$ cat config.mk
export PLATFORM = sky130hd
export DESIGN_NAME = demux1to2_stream
export DESIGN_NICKNAME = d
export VERILOG_FILES = /design/src/rtl/demux1to2_stream.sv
export SDC_FILE = /design/constraint.sdc
export NUM_CORES = 1
export LEC_CHECK = 0
export BUFFER_PORTS_ARGS = -buffer_cell sky130_fd_sc_hd__buf_4
export CAP_MARGIN = 15
export CORE_MARGIN = 4
export CORE_UTILIZATION = 48
export DETAILED_ROUTE_END_ITERATION = 7
export PLACE_DENSITY = 0.72
export SKIP_LAST_GASP = 1
export SLEW_MARGIN = 5
export SYNTH_ARGS = -nofsm -noshare
export SYNTH_HDL_FRONTEND = slang
export SYNTH_SLANG_ARGS = --single-unit
$ cat constraint.sdc
create_clock -name clk -period 1.5 [get_ports clk]
set_input_delay 0.3 -clock clk [delete_from_list [all_inputs] [get_ports clk]]
set_output_delay 0.3 -clock clk [all_outputs]
set_load 0.05 [all_outputs]
$ cat src/rtl/demux1to2_stream.sv
// Registered 1-to-2 valid/ready stream demultiplexer with one FIFO per output.
// Optional DEMUX_CNT_EN adds saturating 16-bit pop counters cnt1/cnt2.
module demux1to2_stream #(
   parameter int WIDTH = 7,
   parameter int DEPTH = 2
) (
   input  logic             clk,
   input  logic             rst_n,
   input  logic             sel,
   input  logic [WIDTH-1:0] in_data,
   input  logic             in_valid,
   output logic             in_ready,
   output logic [WIDTH-1:0] out1_data,
   output logic             out1_valid,
   input  logic             out1_ready,
   output logic [WIDTH-1:0] out2_data,
   output logic             out2_valid,
   input  logic             out2_ready
`ifdef DEMUX_CNT_EN
   ,
   output logic [15:0]      cnt1,
   output logic [15:0]      cnt2
`endif
);

   localparam int AW = (DEPTH > 1) ? $clog2(DEPTH) : 1;
   localparam int OW = $clog2(DEPTH + 1);
   localparam logic [OW-1:0] OCC_FULL = OW'(DEPTH);

   // Channel 0 feeds out1 (sel=1), channel 1 feeds out2 (sel=0).
   logic [WIDTH-1:0] mem [2][DEPTH];
   logic [AW-1:0]    wr_ptr [2];
   logic [AW-1:0]    rd_ptr [2];
   logic [OW-1:0]    occ    [2];
   logic             full   [2];
   logic             empty  [2];
   logic             push   [2];
   logic             pop    [2];
   logic             rdy_q;

   // Holds in_ready low during reset and until the first edge after release.
   always_ff @(posedge clk or negedge rst_n) begin
      if (!rst_n) rdy_q <= 1'b0;
      else        rdy_q <= 1'b1;
   end

   always_comb begin
      for (int c = 0; c < 2; c++) begin
         full[c]  = (occ[c] == OCC_FULL);
         empty[c] = (occ[c] == '0);
      end
   end

   // No bypass: a full FIFO stays not-ready even if it pops this cycle.
   assign in_ready = rdy_q && (sel ? !full[0] : !full[1]);

   always_comb begin
      push[0] = in_valid && in_ready && sel;
      push[1] = in_valid && in_ready && !sel;
      pop[0]  = !empty[0] && out1_ready;
      pop[1]  = !empty[1] && out2_ready;
   end

   // NOTE: sequential state uses non-blocking assignments so every register
   // samples the pre-edge values regardless of statement order.
   always_ff @(posedge clk or negedge rst_n) begin
      if (!rst_n) begin
         for (int c = 0; c < 2; c++) begin
            wr_ptr[c] <= '0;
            rd_ptr[c] <= '0;
            occ[c]    <= '0;
         end
      end else begin
         for (int c = 0; c < 2; c++) begin
            if (push[c]) wr_ptr[c] <= wr_ptr[c] + AW'(1);
            if (pop[c])  rd_ptr[c] <= rd_ptr[c] + AW'(1);
            case ({push[c], pop[c]})
               2'b10:   occ[c] <= occ[c] + OW'(1);
               2'b01:   occ[c] <= occ[c] - OW'(1);
               default: occ[c] <= occ[c];
            endcase
         end
      end
   end

   // NOTE: storage is deliberately not reset; occupancy gates its visibility,
   // so stale entries are never presented and the array maps to plain RAM.
   always_ff @(posedge clk) begin
      for (int c = 0; c < 2; c++) begin
         if (push[c]) mem[c][wr_ptr[c]] <= in_data;
      end
   end

   assign out1_valid = !empty[0];
   assign out2_valid = !empty[1];
   assign out1_data  = empty[0] ? '0 : mem[0][rd_ptr[0]];
   assign out2_data  = empty[1] ? '0 : mem[1][rd_ptr[1]];

`ifdef DEMUX_CNT_EN
   logic [15:0] cnt_q [2];

   always_ff @(posedge clk or negedge rst_n) begin
      if (!rst_n) begin
         cnt_q[0] <= '0;
         cnt_q[1] <= '0;
      end else begin
         for (int c = 0; c < 2; c++) begin
            if (pop[c] && cnt_q[c] != 16'hFFFF) cnt_q[c] <= cnt_q[c] + 16'd1;
         end
      end
   end

   assign cnt1 = cnt_q[0];
   assign cnt2 = cnt_q[1];
`endif

endmodule
==> out/results.ini <==
[clock_network]
cts_max_level=2
clk_pin_slew_worst_paths_ps=120
tritoncts=done
root_buffer=clkbuf_4
clk_latency_ps=340
max-clock-path-buffers=2
numCtsBuffers=5
clock_sinks=37

[sta]
max_freq_mhz=601.1
finalCriticalPeriod_ps=1664
hold_viol_final=0
fin_skew_ps=12.24
rsz0062_at_grt=yes
finalCritPeriodShare_pct=110.9
finalSetupViolations=18
timing.final.ws_setup_ps=-163.6
finalMaxSlewViolations=0

[die]
die_h_um=64.67
start_util_pct=50.49
num_rows=20
die-area_um2=4182
die_w_um=64.67
io_pins=30
core-area_um2=3053

[logic_synthesis]
yosysSeqAreaShare_pct=69.16
yosys-top-cells-area=edfxtp_1 55%, dfrtp_1 15%, mux2i_1 9.7%
syn_nets=115
syn_area_um2=1541
netlist.area_leader.share_pct=54.55
synthXorXnorAreaFrac_pct=5.682
synth-compound-area-share_pct=0
ys_ff_latch=37
synthSimpleGateAreaFrac_pct=11.93
synth_top_family_by_area=simple AND/OR/NAND/NOR gates
ys_types=18
synth_top_area_cell=edfxtp_1
ys_warn_count=0
avgSynthCellArea_um2=15.41
synth_cells=100
synthAdderAreaFrac_pct=1.623
synthMuxAreaShare_pct=9.740

[worst_setup_path]
cp-startpoint=rd_ptr[1]
path_max_fanout=8
end_kind=output pin
startpoint_type=flop
required_ps=1200
critPathKind=reg -> out
timing.rr.start=occ[0]
critPathArrivalTime_ps=1360

[final_layout]
drive_above_1_share_pct=60.39
ff_latch_area_um2=1072
area_growth_syn_to_layout_pct=43.59
multi_input_area_um2=558.0
nNetsFinal=168
n_fill_cell=207
fin_cells=198
design_area_um2=2213
antenna_cells=0

[detailed_routing]
wl_per_cell_um=14.69
num_vias=934
first_pass_iters=4
ant_nets=0
drt_iter0_drc=11
drc_errors=0
drt_wl_total_mm=2.909
vias_per_cell=4.717

[job]
cap_violations=0

[grt]
antenna_found_initial=0
grt_pass1_wl_mm=4.774
grt_max_degree=13
grt_overflow=0
first_global_vias=1004
track_usage_pct=16.17

[power_and_ir_drop]
power_frac_seq_pct=32.2
swShare_pct=43.19
pwr-share-clk_pct=10.5
p_per_area_nw_per_um2=2154
combPwrFrac_pct=57.3
p_switching_mw=2.059
p_int_mw=2.708
finalPower_mw=4.768
ir_drop_uv=1153
p_leak_nw=0.9136

[worst_hold_path]
hp-class=in -> reg
hp-start=in_data[3]

[place]
hpwl_mm=2.046
globalplace.congestion=0.7088
port_buffers=29
place_area_um2=1887
post-place-cells=177
preCtsSetupSlack_ps=55.14

[status]
violations=setup timing
outcome=finished with violations

[registers in the layout (all words and copies together) (netlist names)]
name    cells
rdy_q       1
wr_ptr      2
mem        28
rd_ptr      2
occ         4
[worst paths after layout]
| kind | cells past startpoint | end | slack (ps) |
|---|---|---|---|
| max | 3 | out1_data[5] | -160 |
| min | 1 | mem[0][24] | 160 |
| max reg2reg | 7 | occ[1] | -10 |
| min reg2reg | 1 | wr_ptr[0] | 510 |
| max in group asynchronous | 2 | occ[3] | 1020 |
| min in group asynchronous | 2 | rdy_q | 310 |
[metal layers]
| layer | wire length [µm] | track usage [%] | share of wire, % |
|---|---|---|---|
| met5 | 0 | 0 | 0 |
| met4 | 61 | 7.916 | 2.1 |
| met3 | 130 | 5.199 | 4.5 |
| met2 | 1597 | 28.74 | 55 |
| met1 | 1119 | 17.17 | 38 |
[synth_stat cells (all sizes together)]
master and n:
edfxtp 28, nor2 22, mux2i 15, dfrtp 9, xnor2 6, inv 4
xor2 4, nor2b 3, buf 2, ha 2, nand2b 2, conb 1
nand4 1, nand4b 1
[area by class of cell]
cell class                      instances  area share, %
Clock inverter                          3         0.7914
Inverter                                4         0.9045
Clock buffer                            5          1.696
Tap cell                               44          2.487
Multi-Input combinational cell         57          25.21
Sequential cell                        37          48.45
Timing Repair Buffer                   48          20.46
[cells in the final DEF (no fill, tap or decap), drive strengths merged]
cell / count
nor2: 22
nand2b: 2
dlygate4sd3: 1
xnor2: 6
clkinv: 2
conb: 1
dfrtp: 9
nand4: 1
xor2: 4
nor2b: 3
clkinvlp: 1
mux2i: 15
clkbuf: 5
nand4b: 1
inv: 4
ha: 2
edfxtp: 28
buf: 47
[power by group through the flow]
stage	combinational, mW	clock (mW)	sequential [mW]
6_report	2.73	0.500	1.53
5_1_grt	2.88	0.560	1.57
4_1_cts	2.48	0.503	1.52
3_5_place_dp	2.07	0	1.53
3_3_place_gp	2.03	0	1.51
2_1_floorplan	1.63	0	1.40
[worst max-delay path, cell delays in order (launching register included)]
cell and delay [ps]:
dfrtp_2 530, mux2i_2 290, nor2_2 50, buf_6 150
[logic make-up (layout without fill, tap and decap cells)]
kind of cell | count (synthesis) | count (layout)
flip-flops | 37 | 37
AND/OR/NAND/NOR | 29 | 29
multiplexers | 15 | 15
XOR/XNOR | 10 | 10
buffers and inverters | 6 | 60
adder cells (fa/ha/maj) | 2 | 2
other | 1 | 1
[metrics by stage]
step / util, % / setup TNS, ps / hold slack [ps]
global placement: 61.80 / 0 / 130.2
finish: 72.50 / -2185 / 160.6
floorplan: - / -98.67 / 4.409
CTS: 68.98 / -2089 / 147.7
global route: 72.50 / -3804 / 133.6
detailed placement: 61.80 / 0 / 132.7
[what timing repair did]
item                                   CTS  global route
endpoints found under the hold margin    9             0
setup endpoints to repair               17            19
cloned                                   0             0
pin swaps                                2             6
buffers inserted                         8             4
hold buffers                             1             0
resized for setup                       29            17
(Power assumes the default switching activity.)
